**src/rtl/ysyx_210544_wb_stage.sv**
```systemverilog
// ysyx_210544_wb_stage -- write-back stage.
// Captures one completed instruction per cycle from the memory stage and
// drives the register-file write port one cycle later. Load data is
// extracted, and sign- or zero-extended, at capture time.
// Optional feature macro: WB_DIFFTEST_EN. When defined, the stage also keeps
// pc/inst for the difftest commit port and counts retired instructions.
// When undefined, the commit port is tied to zero.
module ysyx_210544_wb_stage #(
  parameter int CNT_W = 64
) (
  input  logic             clk,
  input  logic             rst,
  input  logic             i_valid,
  output logic             o_ready,
  input  logic             i_stall,
  input  logic [63:0]      i_pc,
  input  logic [31:0]      i_inst,
  input  logic [4:0]       i_rd,
  input  logic             i_rd_wen,
  input  logic [63:0]      i_alu_data,
  input  logic             i_is_load,
  input  logic [2:0]       i_funct3,
  input  logic [2:0]       i_addr_lo,
  input  logic [63:0]      i_mem_rdata,
  output logic [4:0]       o_rd,
  output logic             o_rd_wen,
  output logic [63:0]      o_rd_data,
  output logic             o_commit_valid,
  output logic [63:0]      o_commit_pc,
  output logic [31:0]      o_commit_inst,
  output logic [CNT_W-1:0] o_retired
);

  // Load funct3 codes
  localparam logic [2:0] F3_LB  = 3'b000;
  localparam logic [2:0] F3_LH  = 3'b001;
  localparam logic [2:0] F3_LW  = 3'b010;
  localparam logic [2:0] F3_LD  = 3'b011;
  localparam logic [2:0] F3_LBU = 3'b100;
  localparam logic [2:0] F3_LHU = 3'b101;
  localparam logic [2:0] F3_LWU = 3'b110;

  logic        accept;
  logic        wb_valid_reg;
  logic [4:0]  rd_reg;
  logic        rd_wen_reg;
  logic [63:0] rd_data_reg;
  logic [63:0] rd_data_next;
  logic [63:0] load_data;

  // Byte lanes of the raw doubleword
  logic [7:0]  lane [8];
  logic [2:0]  byte_sel;
  logic [2:0]  half_sel;
  logic [2:0]  word_sel;
  logic [7:0]  load_b;
  logic [15:0] load_h;
  logic [31:0] load_w;

  // The stage never accepts during reset, so nothing captured then survives.
  assign o_ready = !i_stall && !rst;
  assign accept  = i_valid && o_ready;

  genvar gi;
  generate
    for (gi = 0; gi < 8; gi++) begin : gen_lane
      assign lane[gi] = i_mem_rdata[gi*8 +: 8];
    end
  endgenerate

  // Offset bits below the access size are ignored, so the lane is aligned
  // down to the natural boundary of the access.
  assign byte_sel = i_addr_lo;
  assign half_sel = {i_addr_lo[2:1], 1'b0};
  assign word_sel = {i_addr_lo[2], 2'b00};

  assign load_b = lane[byte_sel];
  assign load_h = {lane[half_sel + 3'd1], lane[half_sel]};
  assign load_w = {lane[word_sel + 3'd3], lane[word_sel + 3'd2],
                   lane[word_sel + 3'd1], lane[word_sel]};

  // Size/sign selection of the loaded value; the reserved code 111 yields zero
  always_comb begin
    load_data = 64'd0;
    case (i_funct3)
      F3_LB:   load_data = {{56{load_b[7]}}, load_b};
      F3_LH:   load_data = {{48{load_h[15]}}, load_h};
      F3_LW:   load_data = {{32{load_w[31]}}, load_w};
      F3_LD:   load_data = i_mem_rdata;
      F3_LBU:  load_data = {56'd0, load_b};
      F3_LHU:  load_data = {48'd0, load_h};
      F3_LWU:  load_data = {32'd0, load_w};
      default: load_data = 64'd0;
    endcase
  end

  assign rd_data_next = i_is_load ? load_data : i_alu_data;

  // Single-entry write-back register. wb_valid lasts one cycle per accepted
  // instruction; captured fields hold while nothing new is accepted.
  always_ff @(posedge clk) begin
    if (rst) begin
      wb_valid_reg <= 1'b0;
      rd_reg       <= 5'd0;
      rd_wen_reg   <= 1'b0;
      rd_data_reg  <= 64'd0;
    end else begin
      wb_valid_reg <= accept;
      if (accept) begin
        rd_reg      <= i_rd;
        rd_wen_reg  <= i_rd_wen;
        rd_data_reg <= rd_data_next;
      end
    end
  end

  // Writes to x0 are dropped. Gating with rst discards an in-flight
  // instruction in the very cycle reset arrives.
  assign o_rd_wen  = wb_valid_reg && rd_wen_reg && (rd_reg != 5'd0) && !rst;
  assign o_rd      = rd_reg;
  assign o_rd_data = rd_data_reg;

`ifdef WB_DIFFTEST_EN
  logic [63:0]      pc_reg;
  logic [31:0]      inst_reg;
  logic [CNT_W-1:0] retired_reg;

  // Commit-side capture of pc/inst, alongside the write-back fields
  always_ff @(posedge clk) begin
    if (rst) begin
      pc_reg   <= 64'd0;
      inst_reg <= 32'd0;
    end else if (accept) begin
      pc_reg   <= i_pc;
      inst_reg <= i_inst;
    end
  end

  // Retired count steps the cycle after each write-back cycle, wrapping naturally
  always_ff @(posedge clk) begin
    if (rst) begin
      retired_reg <= '0;
    end else if (wb_valid_reg) begin
      retired_reg <= retired_reg + CNT_W'(1);
    end
  end

  assign o_commit_valid = wb_valid_reg && !rst;
  assign o_commit_pc    = pc_reg;
  assign o_commit_inst  = inst_reg;
  assign o_retired      = retired_reg;
`else
  // Commit port disabled: pc/inst are not stored anywhere
  logic unused_commit;
  assign unused_commit  = ^{i_pc, i_inst};
  assign o_commit_valid = 1'b0;
  assign o_commit_pc    = 64'd0;
  assign o_commit_inst  = 32'd0;
  assign o_retired      = '0;
`endif

endmodule

```
**config.mk**
```make
export PLATFORM = sky130hd
export DESIGN_NAME = ysyx_210544_wb_stage
export DESIGN_NICKNAME = d
export VERILOG_FILES = /design/src/rtl/ysyx_210544_wb_stage.sv
export SDC_FILE = /design/constraint.sdc
export NUM_CORES = 1
export LEC_CHECK = 0
export ABC_AREA = 1
export BUFFER_PORTS_ARGS = -buffer_cell sky130_fd_sc_hd__buf_4
export CORE_AREA = 2 2 185 187
export DETAILED_ROUTE_END_ITERATION = 10
export DIE_AREA = 0 0 187 189
export GPL_ROUTABILITY_DRIVEN = 0
export SYNTH_ARGS = -nofsm -noshare
export SYNTH_HDL_FRONTEND = slang
export SYNTH_SLANG_ARGS = --single-unit
```
**constraint.sdc**
```tcl
create_clock -name clk -period 1.6 [get_ports clk]
set_input_delay 0.16 -clock clk [delete_from_list [all_inputs] [get_ports clk]]
set_output_delay 0.16 -clock clk [all_outputs]
set_load 0.01 [all_outputs]
```
# Word level (Yosys, flattened, before mapping)
# Cells that the tools add are included.
# totals
regBits,71
in_bits,241
output_inout_bits,232
# op_classes
add_sub_neg,4
n_lt_le_gt_ge,7
eq_ne,6
n_mux,23
bitwise,7
n_reduce_logical,9
# ops
cell,n
case mux 64 bit (7 select lines),1
binary-select mux 8 bit (select 3 bit),7
2-to-1 mux 8 bit,14
2-to-1 mux 64 bit,1
>= comparator 4 bit (second input constant),7
NOT 3 -> 4 bit,7
equality test 3 bit (second input constant),3
adder 3 x 1 -> 3 bit (second input constant),2
adder 3 x 2 -> 3 bit (second input constant),2
equality test 3 x 2 -> 1 bit (second input constant),2
logical AND 1 bit,5
nonzero test 5 bit,1
equality test 3 x 1 -> 1 bit (second input constant),1
logical NOT 3 bit,1
logical NOT 1 bit,2

# Logic depth before layout (Yosys ltp)
# Gate-level depths: netlist (run 1).
# depth
word_depth,7
ltp_mapped,12

# Worst setup path after synthesis (run 1)
# OpenSTA, ideal clock, no wires.
# synth_path
path_kind,in2reg
start,in i_addr_lo[1]
end,reg rd_data_reg[35] (netlist: o_rd_data[35])
arrival_time_ps,1117
setup_slack_ps,365
path_stages,11
path_buffers,2
cell_sequence,buf_6 > inv_6 > nand2_1 > nand2_1 > nand2_1 > nand2_2 > a21oi_4 > buf_6 > nand3_1 > nand2_1 > a21oi_1
# synth_between
elab_chain_cells,7
# synth_lines
item,line,text
from (decl),23,"input logic [2:0] i_addr_lo,"
adder 3 x 1 -> 3 bit,78,"assign load_h = {lane[half_sel + 3'd1], lane[half_sel]};"
NOT 3 -> 4 bit (not written as such),78,
binary-select mux 8 bit (select 3 bit),78,
2-to-1 mux 8 bit (not written as such) (2 in series),78,
case mux 64 bit (7 select lines) *,85,case (i_funct3)
2-to-1 mux 64 bit *,97,assign rd_data_next = i_is_load ? load_data : i_alu_data;
to (signal assigned),112,rd_data_reg <= rd_data_next;
to (decl),47,logic [63:0] rd_data_reg;
# Every way passes the cells marked *; elsewhere a longest branch is shown, timed or not. The select of a mux whose other input is x is not followed.
# A chain may end at the register's enable or synchronous reset.

# Worst setup path in the final report (run 1)
# layout_path
start,reg rd_reg[3] (netlist: o_rd[3])
end,out o_rd_wen
# layout_between
elab_chain_cells,3
# layout_lines
item,line,text
from (decl),45,logic [4:0] rd_reg;
from (signal assigned),110,rd_reg <= i_rd;
nonzero test 5 bit,119,assign o_rd_wen = wb_valid_reg && rd_wen_reg && (rd_reg != 5'd0) && !rst;
logical AND 1 bit (2 in series),119,
to (decl),26,"output logic o_rd_wen,"
# No other way between the ends.

==> flow_summary.json, run 1 <==
{
  "outcome": "completed",
  "r2r_start": "o_rd_data[25]",
  "fp.dieH_um": 189,
  "synth_compound_area_share_pct": 24.1,
  "postPlaceCellArea_um2": 7870,
  "cts_setup_buffers": 0,
  "largest_reg_flops": 64,
  "yosys_warnings": 0,
  "rows": 67,
  "first_iter_violations": 345,
  "final_cell_mix": "nand2_1, buf_4, a21oi_1, conb_1, nand3_1",
  "clk_pin_slew_worst_paths_ns": 0.07,
  "post_drt_wl_per_cell_um": 15.9,
  "report.final.hold_viol_count": 0,
  "grt_antenna_before_repair": 6,
  "fin_skew_ns": 0,
  "synth_top_family_by_area": "buffers and inverters",
  "synth_area_leaders": "dfxtp_1, buf_4, a21oi_1",
  "maxSlewViolCount": 0,
  "fmax_mhz": 726,
  "clk_latency_ns": 0.34,
  "num_vias": 6988,
  "max_cap_violations": 0,
  "synthMuxAreaShare_pct": 0,
  "root_buffer": "clkbuf_16",
  "routed_wl_mm": 26.5,
  "worstSetupStartpoint": "o_rd[3]",
  "synth_fa_ha_area_share_pct": 0,
  "leakage_nw": 4.23,
  "numCtsBuffers": 9,
  "grt_pass1_vias": 6225,
  "syn_area_um2": 6270,
  "fin_crit_ns": 1.38,
  "final_area_um2": 8230,
  "area_delta_synth_final_pct": 31.2,
  "critPathLaunchType": "flop",
  "ant_nets": 0,
  "gr-usage-all-layers_pct": 14.5,
  "netlist.area_leader.share_pct": 22.7,
  "critical_path_required_ns": 1.44,
  "die_w_um": 187,
  "ys_seq_area_share_pct": 22.7,
  "synth_top_area_cell": "dfxtp_1",
  "crit_type": "reg2out",
  "htreeDepth": 3,
  "grt_start_max_net_pins": 38,
  "r2r_slack_ns": 0.90,
  "portBuffers": 215,
  "end_kind": "output port",
  "cts_buffer_depth": 2,
  "initial_core_util_pct": 18.8,
  "ir_worst_vdd_mv": 0.494,
  "drive_above_1_share_pct": 23.1,
  "cts_sinks": 71,
  "finalCritPeriodShare_pct": 86.1,
  "synth-simple-area-share_pct": 24.4,
  "setup_tns_ns": 0,
  "crit_fanout": 2,
  "synth_cells": 1022,
  "power_density_nw_per_um2": 746,
  "synth_cell_types": 25,
  "synth_seq_cells": 71,
  "boundaryPins": 473,
  "cts.repair.resized": 0,
  "firstDrtPassIters": 5,
  "rsz0062_at_grt": "no",
  "overflow": 0,
  "grt_pass1_wl_mm": 38.5,
  "vias_per_cell": 4.19,
  "synth_area_per_cell_um2": 6.14,
  "cts_tree": "built",
  "nets": 1455,
  "die_area_um2": 35300,
  "core_area_um2": 33300,
  "synth-xor-area-share_pct": 0,
  "cp_data_arrival_time_ns": 1.22,
  "finalSetupViolCount": 0,
  "mostFrequentLayoutCell": "nand2_1",
  "worst_hold_slack_ns": 0.0880,
  "drc": 0,
  "hp-start": "i_alu_data[54]",
  "dpl.hpwl_mm": 21.5,
  "hp-class": "in2reg"
}
## power breakdown
| group | leakage [nW] | switching (mW) | total (mW) | internal (mW) |
|---|---|---|---|---|
| logic | 3.48 | 1.09 | 1.82 | 0.733 |
| registers | 0.586 | 0.0679 | 1.97 | 1.90 |
| clock network | 0.166 | 0.829 | 2.35 | 1.52 |
| total | 4.23 | 1.99 | 6.14 | 4.15 |
## final cells by class
type	instances	area, µm²
inverters	55	211
fillers	3782	25100
clock inverters	6	109
well taps	448	561
multi-input cells	824	3650
clock buffers	10	229
flip-flops and latches	71	1420
repair buffers	253	2040
diodes	2	5.00
## cell usage after synthesis
| cell | n |
|---|---|
| conb_1 | 1 |
| inv_1 | 48 |
| nand4_1 | 1 |
| o211ai_1 | 15 |
| nor2_1 | 30 |
| o22ai_1 | 7 |
| clkbuf_1 | 30 |
| nand2_4 | 1 |
| nor2_2 | 2 |
| nand2_1 | 259 |
| inv_2 | 6 |
| inv_6 | 1 |
| nand2_2 | 2 |
| a21oi_1 | 201 |
| o21ai_0 | 58 |
| a21oi_4 | 1 |
| o2111ai_1 | 1 |
| nor3_1 | 1 |
| buf_2 | 29 |
| nand3_1 | 79 |
| o21ai_1 | 1 |
| a22oi_1 | 4 |
| buf_6 | 10 |
| buf_4 | 163 |
| dfxtp_1 | 71 |
## path summary, 6_finish.rpt
kind | end | cells past startpoint
worst max-delay path | o_rd_wen | 5
worst min-delay path | o_rd_data[54] | 3
worst max register to register | o_rd_data[25] | 2
worst min register to register | rd_wen_reg | 2
## worst max-delay path, stage by stage (launching register included)
cell and delay [ns]:
dfxtp_1 0.31, inv_1 0.07, nand4_1 0.10, o2111ai_1 0.18
inv_1 0.07, buf_4 0.14
## layer usage
layer,share of wire (%),GRT usage (%),up-vias,routed length [µm]
met5,0.14,0,-,38
li1,-,-,3425,-
met2,47,24.4,320,12500
met3,7.9,4.30,45,2080
met1,41,17.2,3190,11000
met4,3.1,5.71,8,825
## through the flow
stage	util, %	cells	power, mW	setup WS (ns)
floorplan	-	1182	3.26	0.365
global placement	23.6	1649	3.81	0.0575
detailed placement	23.6	1649	3.83	0.000963
CTS	24.7	1667	6.25	0.193
global route	24.7	1667	6.50	0.118
finish	24.7	1669	6.14	0.223
## what timing repair did
item / in CTS / in global routing
endpoints found under the setup margin: 0 / 0
hold buffers: 2 / 0
hold endpoints to repair: 2 / 0
## cells by family (layout without fill, tap and decap cells)
kind of cell / after synthesis / count (layout)
AND/OR/NAND/NOR: 375 / 375
AO/OA/AOI/OAI: 288 / 288
buffers and inverters: 287 / 324
flip-flops: 71 / 71
other: 1 / 163
(Power assumes the default switching activity.)
==> run 2, diff against run 1 <==
--- a/config.mk
+++ b/config.mk
@@ -7,6 +7,7 @@
 export LEC_CHECK = 0
 export ABC_AREA = 1
 export BUFFER_PORTS_ARGS = -buffer_cell sky130_fd_sc_hd__buf_4
+export CAP_MARGIN = 20
 export CORE_AREA = 2 2 185 187
 export DETAILED_ROUTE_END_ITERATION = 10
 export DIE_AREA = 0 0 187 189
==> constraint.sdc (replaced) <==
create_clock -name clk -period 1.6 [get_ports clk]
set_input_delay 0.32 -clock clk [delete_from_list [all_inputs] [get_ports clk]]
set_output_delay 0.32 -clock clk [all_outputs]
set_load 0.01 [all_outputs]
==> flow_summary.json, run 2 (same netlist as run 1, synthesis figures left out) <==
{
  "r2r_start": "o_rd_data[21]",
  "crit_fanout": 2,
  "setup_slack_ns": 0.0900,
  "final_cell_mix": "buf_4, nand2_1, a21oi_1, conb_1, nand3_1",
  "cpMaxStageDelayCell": "dfxtp_2",
  "overflow": 0,
  "cts_tree": "built",
  "hold_depth": 3,
  "cts.repair.resized": 0,
  "grt_start_max_net_pins": 65,
  "portBuffers": 215,
  "clk_pin_slew_worst_paths_ns": 0.06,
  "num_vias": 7111,
  "rows": 67,
  "place_ws_ns": -0.119,
  "area_delta_synth_final_pct": 33.2,
  "fin_cells": 1692,
  "routed_wl_mm": 26.8,
  "power.total_mw": 6.06,
  "finalSetupViolCount": 0,
  "cp.depth": 5,
  "crit_type": "reg2out",
  "die_w_um": 187,
  "fin_crit_ns": 1.51,
  "ir_worst_vdd_mv": 0.511,
  "rsz0062_at_grt": "no",
  "grt_antenna_before_repair": 5,
  "fin_skew_ns": 0,
  "grt_pass1_vias": 6432,
  "leakage_nw": 4.32,
  "crit_family": "flip-flops",
  "htreeDepth": 3,
  "nets": 1478,
  "postPlaceCellArea_um2": 8030,
  "r2r_slack_ns": 0.94,
  "gr-usage-all-layers_pct": 14.6,
  "drive_above_1_share_pct": 25.3,
  "maxSlewViolCount": 0,
  "dpl.hpwl_mm": 21.6,
  "critPathLaunchType": "flop",
  "rr_endpoint": "o_rd_data[21]",
  "n_fill_cell": 3796,
  "post_drt_wl_per_cell_um": 15.9,
  "end_kind": "output port",
  "fmax_mhz": 662,
  "core_area_um2": 33300,
  "drc": 0,
  "mostFrequentLayoutCell": "buf_4",
  "final_area_um2": 8350,
  "power_density_nw_per_um2": 726,
  "placedCellCount": 1674,
  "initial_core_util_pct": 18.8,
  "cp_data_arrival_time_ns": 1.19,
  "worstSetupStartpoint": "o_rd[3]",
  "hp-start": "i_rd_wen",
  "max_cap_violations": 0,
  "cts_buffer_depth": 2,
  "die_area_um2": 35300,
  "cpPeakStageDelay_ns": 0.32,
  "min_to": "rd_wen_reg",
  "report.final.hold_viol_count": 0,
  "numCtsBuffers": 9,
  "outcome": "completed",
  "firstDrtPassIters": 6,
  "cts_sinks": 71,
  "root_buffer": "clkbuf_16",
  "r2r_cells": 2,
  "clk_latency_ns": 0.35,
  "fp.dieH_um": 189,
  "cts_setup_buffers": 0,
  "ant_nets": 0,
  "boundaryPins": 473,
  "largest_reg_flops": 64,
  "critical_path_required_ns": 1.28,
  "path_cells": "inv_2 > nand4_1 > o2111ai_1 > inv_1 > buf_4",
  "crit_buf_inv": 3,
  "hp-class": "in2reg",
  "first_iter_violations": 506,
  "vias_per_cell": 4.20,
  "grt_pass1_wl_mm": 38.7,
  "cts_hold_buf": 0,
  "finalCritPeriodShare_pct": 94.4
}
==> run 2: per-stage QoR <==
| stage | hold WS, ns | setup TNS [ns] | utilization [%] |
|---|---|---|---|
| 3_5_place_dp | 0.459 | -2.63 | 24.1 |
| 5_1_grt | 0.178 | 0 | 25.1 |
| 2_1_floorplan | 0.430 | 0 | - |
| 6_report | 0.167 | 0 | 25.1 |
| 3_3_place_gp | 0.453 | -1.80 | 24.1 |
| 4_1_cts | 0.150 | 0 | 25.1 |
==> run 2: layer usage <==
layer / track usage [%] / vias to the layer above / part of all wire (%)
li1: - / 3459 / -
met1: 16.8 / 3206 / 40
met2: 24.9 / 385 / 47
met3: 4.58 / 55 / 9.4
met4: 6.62 / 6 / 3.6
met5: 0 / - / 0.11
==> run 2: worst register-to-register path, stage by stage (launching register included) <==
cell and delay, ns:
dfxtp_1 0.31, o21ai_0 0.18, a21oi_1 0.06
==> run 2: layout make-up <==
class / count / area [µm²] / area share (%)
Multi-Input combinational cell: 824 / 3650 / 43.7
Timing Repair Buffer: 276 / 2180 / 26.2
Sequential cell: 71 / 1430 / 17.1
Tap cell: 448 / 561 / 6.71
Clock buffer: 10 / 229 / 2.74
Inverter: 55 / 211 / 2.53
Clock inverter: 6 / 85.1 / 1.02
Antenna cell: 2 / 5.00 / 0.0599
==> run 2: worst max path at each step <==
stage	end	slack (ns)
after floorplan	o_rd_data[35]	0.20
after global placement	o_rd_data[15]	-0.12
after detailed placement	o_rd_data[24]	-0.12
after CTS	o_rd_wen	0.04
after global routing	o_rd_wen	0.001
final	o_rd_wen	0.09
==> run 2: report_power, final <==
part	internal (mW)	leakage [nW]	switching [mW]
Clock	1.36	0.148	0.865
Sequential	1.90	0.588	0.0694
Combinational	0.764	3.58	1.10
Total	4.03	4.32	2.04
